[src/rtl/zpu_irq_ctrl.sv]
// zpu_irq_ctrl: edge-latched interrupt arbiter for the zpu_core.
// Define ZPU_IRQ_LEVEL_EN to switch the request lines to level-sensitive latching.
module zpu_irq_ctrl #(
  parameter int NUM_IRQ = 29,
  parameter int VEC_W   = 5
) (
  input  logic               clk,
  input  logic               rst,
  input  logic [NUM_IRQ-1:0] irq_in,
  input  logic               reg_stb,
  input  logic               reg_we,
  input  logic [1:0]         reg_adr,
  input  logic [31:0]        reg_dat_i,
  output logic [31:0]        reg_dat_o,
  output logic               reg_ack,
  output logic               cpu_irq,
  output logic [VEC_W-1:0]   cpu_vec,
  input  logic               cpu_ack,
  input  logic               cpu_eoi
);

  typedef enum logic [1:0] {
    IDLE,
    REQ,
    SVC
  } state_t;

  localparam logic [31:0] MASK = 32'hFFFF_FFFF >> (32 - NUM_IRQ);

  state_t            state;
  state_t            state_nx;
  logic              grant;
  logic [31:0]       pending;
  logic [31:0]       pending_nx;
  logic [31:0]       enable;
  logic [31:0]       irq_w;
  logic [31:0]       set_hw;
  logic [31:0]       w1c;
  logic [31:0]       w1s;
  logic [31:0]       ack_clr;
  logic [31:0]       req;
  logic [31:0]       status;
  logic [31:0]       rdata;
  logic [VEC_W-1:0]  winner;
  logic              wr;

  assign irq_w = 32'(irq_in) & MASK;

`ifdef ZPU_IRQ_LEVEL_EN
  assign set_hw = irq_w;
`else
  logic [31:0] irq_prev;

  // previous line state for rising-edge detection
  always_ff @(posedge clk) begin
    if (rst) irq_prev <= '0;
    else     irq_prev <= irq_w;
  end

  assign set_hw = irq_w & ~irq_prev;
`endif

  assign wr  = reg_stb & reg_we;
  assign w1c = (wr && reg_adr == 2'd0) ? (reg_dat_i & MASK) : '0;
  assign w1s = (wr && reg_adr == 2'd3) ? (reg_dat_i & MASK) : '0;
  assign ack_clr = (state == REQ && cpu_ack) ? (32'd1 << cpu_vec) : '0;
  assign req = pending & enable;

  // sets are applied after clears so a same-cycle set always wins
  assign pending_nx = ((pending & ~w1c & ~ack_clr) | set_hw | w1s) & MASK;

  // lowest set index of req wins
  always_comb begin
    winner = '0;
    for (int i = 31; i >= 0; i--) begin
      if (req[i]) winner = VEC_W'(i);
    end
  end

  // next-state decode of the core handshake
  always_comb begin
    state_nx = state;
    grant    = 1'b0;
    case (state)
      IDLE: begin
        if (|req) begin
          grant    = 1'b1;
          state_nx = REQ;
        end
      end
      REQ: begin
        if (cpu_ack) state_nx = SVC;
      end
      SVC: begin
        if (cpu_eoi) state_nx = IDLE;
      end
      default: state_nx = IDLE;
    endcase
  end

  // handshake state and the latched vector
  always_ff @(posedge clk) begin
    if (rst) begin
      state   <= IDLE;
      cpu_vec <= '0;
    end else begin
      state <= state_nx;
      if (grant) cpu_vec <= winner;
    end
  end

  assign cpu_irq = (state == REQ);

  // pending and enable registers
  always_ff @(posedge clk) begin
    if (rst) begin
      pending <= '0;
      enable  <= '0;
    end else begin
      pending <= pending_nx;
      if (wr && reg_adr == 2'd1) enable <= reg_dat_i & MASK;
    end
  end

  always_comb begin
    status                 = '0;
    status[31]             = (state == SVC);
    status[VEC_W-1:0]      = cpu_vec;
  end

  // read mux; SOFTSET is write-only
  always_comb begin
    rdata = '0;
    unique case (reg_adr)
      2'd0: rdata = pending;
      2'd1: rdata = enable;
      2'd2: rdata = status;
      2'd3: rdata = '0;
    endcase
  end

  // single-cycle registered acknowledge and read data
  always_ff @(posedge clk) begin
    if (rst) begin
      reg_ack   <= 1'b0;
      reg_dat_o <= '0;
    end else begin
      reg_ack   <= reg_stb;
      reg_dat_o <= (reg_stb && !reg_we) ? rdata : '0;
    end
  end

endmodule
[config.mk]
export PLATFORM = sky130hd
export DESIGN_NAME = zpu_irq_ctrl
export DESIGN_NICKNAME = d
export VERILOG_FILES = /design/src/rtl/zpu_irq_ctrl.sv
export SDC_FILE = /design/constraint.sdc
export NUM_CORES = 1
export LEC_CHECK = 0
export BUFFER_PORTS_ARGS = -buffer_cell sky130_fd_sc_hd__buf_2
export CAP_MARGIN = 20
export CORE_MARGIN = 3
export CORE_UTILIZATION = 39
export CTS_BUF_LIST = sky130_fd_sc_hd__clkbuf_16
export DETAILED_ROUTE_END_ITERATION = 12
export PLACE_DENSITY = 0.7
export SLEW_MARGIN = 10
export SYNTH_ARGS = -nofsm -noshare
export SYNTH_HDL_FRONTEND = slang
export SYNTH_SLANG_ARGS = --single-unit
[constraint.sdc]
create_clock -name clk -period 2 [get_ports clk]
set_input_delay 0.2 -clock clk [delete_from_list [all_inputs] [get_ports clk]]
set_output_delay 0.2 -clock clk [all_outputs]
set_load 0.005 [all_outputs]
==> impl_metrics.yaml <==
global_route:
  grt_pass1_vias: 4873
  grt_pass1_wl_mm: 24.5
  grt_max_degree: 56
  grt-ovfl-total: 0
  antenna_found_initial: 0
  track_usage_pct: 21.4
  met3_usage_pct: 6.13
  gr-usage-met2_pct: 34.8
  met1_usage_pct: 26.6
  grt-busiest-layer: "met2"
critical_path:
  crit_required_ns: 2.28
  r2r-start: "state[1]"
  max_stage_delay_ns: 0.52
  crit_start: "cpu_ack"
  criticalPathCategory: "input port to flip-flop"
  end_kind: "flip-flop"
  path_cells: "dlygate4sd3_1 -> buf_2 -> nor2b_1 -> nor2b_2 -> nand3_1 -> o311ai_0 -> a21oi_1"
  rrSetupSlack_ns: 0.20
  crit_arrival_ns: 2.13
  reg2reg_depth: 5
  cpMaxStageDelayCell: "dlygate4sd3_1"
  critPathLaunchType: "input port"
  crit_end: "pending[14]"
  worstReg2RegEnd: "pending[14]"
  cp_max_fo: 5
logic_synthesis:
  synth.distinct_cells: 48
  synth_edf_count: 0
  yosys.area.top_type: "dfxtp_1"
  ys_warn_count: 0
  syn_area_mm2: 0.00528
  ys.flop_type: "dfxtp_1"
  ys_ff_latch: 125
  yosysSeqAreaShare_pct: 47.4
  synth_top_area_share_pct: 47.4
  synth.avg_cell_area_um2: 8.60
  synthTopCellsByArea: "dfxtp_1 47%, a21oi_1 9.4%, nand2_1 7.8%"
  async_flop_share_pct: 0
  synthTopCellsByCount: "125 x dfxtp_1, 110 x nand2_1, 99 x a21oi_1"
  netlist_instances: 614
  synth.most_common_cell: "dfxtp_1"
routing:
  wl_per_cell_um: 16.9
  route.detailed.drc: 0
  postRouteAntennaNets: 0
  viasPerCell: 5.31
  totalWireLength_mm: 15.6
  route.vias.total: 4893
  drtIter0Drc: 345
  firstDrtPassIters: 5
die:
  die-area_mm2: 0.0150
  die_h_um: 122
  pin_count: 108
  rows: 41
  core_area_mm2: 0.0129
  die_width_um: 122
  initial_core_util_pct: 40.8
power:
  intPower_w: 0.00452
  pwr-share-comb_pct: 9.5
  swShare_pct: 24.5
  peakVddDrop_v: 0.000738
  p_sw_w: 0.00146
  power_frac_clock_pct: 45.2
  power_density_mw_per_mm2: 893
  power_frac_seq_pct: 45.3
  leakage_nw: 2.70
sta:
  fmax_mhz: 541
  setup_viol: 0
  relSlewSlack_pct: 61.0
  slew_violations: 0
  layout_min_cycle_time_ns: 1.85
  setup-tns-final_ns: 0
  worst_pin_slew_ns: 0.585
  rsz0062_at_grt: "false"
  hold_violations: 0
  fin_crit_sh_pct: 92.4
  fin_worst_skew_ns: 0.00936
finish:
  antennaDiodeCount: 0
  layout-area-overhead-vs-synth_pct: 27.0
  postLayoutCellArea_mm2: 0.00670
  layout.nets: 806
  drive_gt1_share_pct: 20.3
clocking:
  root_buffer: "clkbuf_16"
  cts_inserted_buffers: 17
  cts.sinks: 125
  clock_latency_ns: 0.42
  cts_tree: "yes"
  cts.path.max_buffers: 2
  clk_pin_slew_ns: 0.05
  ctsHtreeMaxLevel: 4
place:
  gp_congestion: 0.899
  dp_hpwl_mm: 11.0
  placed_area_mm2: 0.00598
  io_buffers: 102
flow_run:
  maxCapViolCount: 0
run_status:
  status: "finished clean"
min_path:
  hp-class: "input port to flip-flop"
-- cell families (layout without fill, tap and decap cells) --
kind of cell,Yosys count,in the layout,synth area share (%)
buffers and inverters,37,171,3.06
flip-flops,125,125,47.4
AO/OA/AOI/OAI,172,172,20.7
multiplexers,29,29,5.50
other,1,2,0.0711
AND/OR/NAND/NOR,250,250,23.3
-- state kept, by name, indices dropped and copies added, names as in the netlist --
signal	count
cpu_vec	5
enable	29
irq_prev	29
pending	29
reg_ack	1
reg_dat_o	30
state	2
-- through the flow --
stage               setup slack [ns]  power (W)  hold slack (ns)  utilization, %  cells
global route                 0.00247    0.00623          0.00327            51.8    921
global placement               0.244    0.00327            0.414            46.3    870
CTS                            0.141    0.00601         0.000838            51.8    921
detailed placement             0.198    0.00329            0.412            46.3    870
floorplan                      0.441    0.00306            0.283               -    615
finish                         0.152    0.00598          0.00702            51.8    921
-- power groups by stage --
stage                     registers, W  clock network [W]  logic (W)
after floorplan                0.00272                  0   0.000341
after global placement         0.00275                  0   0.000523
final                          0.00271            0.00270   0.000571
after detailed placement       0.00275                  0   0.000534
after global routing           0.00272            0.00288   0.000631
after CTS                      0.00270            0.00274   0.000568
-- worst max-delay path: cells and delay by family --
kind                   cells  cell delay [ns]
buffers and inverters      2             0.64
and+or+nand+nor            3             0.82
AOI/OAI and AO/OA          2             0.46
-- layout make-up --
type | instances | area (um^2)
clock buffers | 17 | 425
fillers | 1253 | 6230
multi-input cells | 453 | 2630
flip-flops and latches | 125 | 2500
well taps | 172 | 215
repair buffers | 138 | 831
clock inverters | 14 | 91.3
inverters | 2 | 7.51
-- repair_timing --
item	CTS	global route
resized for setup	0	1
endpoints found under the hold margin	20	0
endpoints found under the setup margin	0	3
buffers inserted	0	0
hold buffers	20	0
-- layer usage --
layer	wire length [um]	part of all wire, %	vias to the layer above
met5	0	0	-
met4	372	2.4	0
met3	1150	7.4	26
met2	7540	48	199
met1	6550	42	2273
li1	-	-	2395
-- cell usage in the layout, fill, tap and decap left out, drive strengths merged, types with 17 or more instances in the layout --
master,synthesis,layout
a21oi,99,99
buf,15,118
clkbuf,20,17
dfxtp,125,125
dlygate4sd3,0,20
mux2i,29,29
nand2,110,110
nor2,43,43
nor2b,63,63
o211ai,23,23
-- worst min path at each step --
stage	start	end	cells past startpoint
after floorplan	rst	reg_ack	1
after global placement	rst	reg_ack	2
after detailed placement	rst	reg_ack	2
after CTS	irq_in[9]	irq_prev[9]	2
after global routing	irq_in[5]	irq_prev[5]	2
final	irq_in[9]	irq_prev[9]	2
No activity file was read; power rests on OpenSTA's default activity.
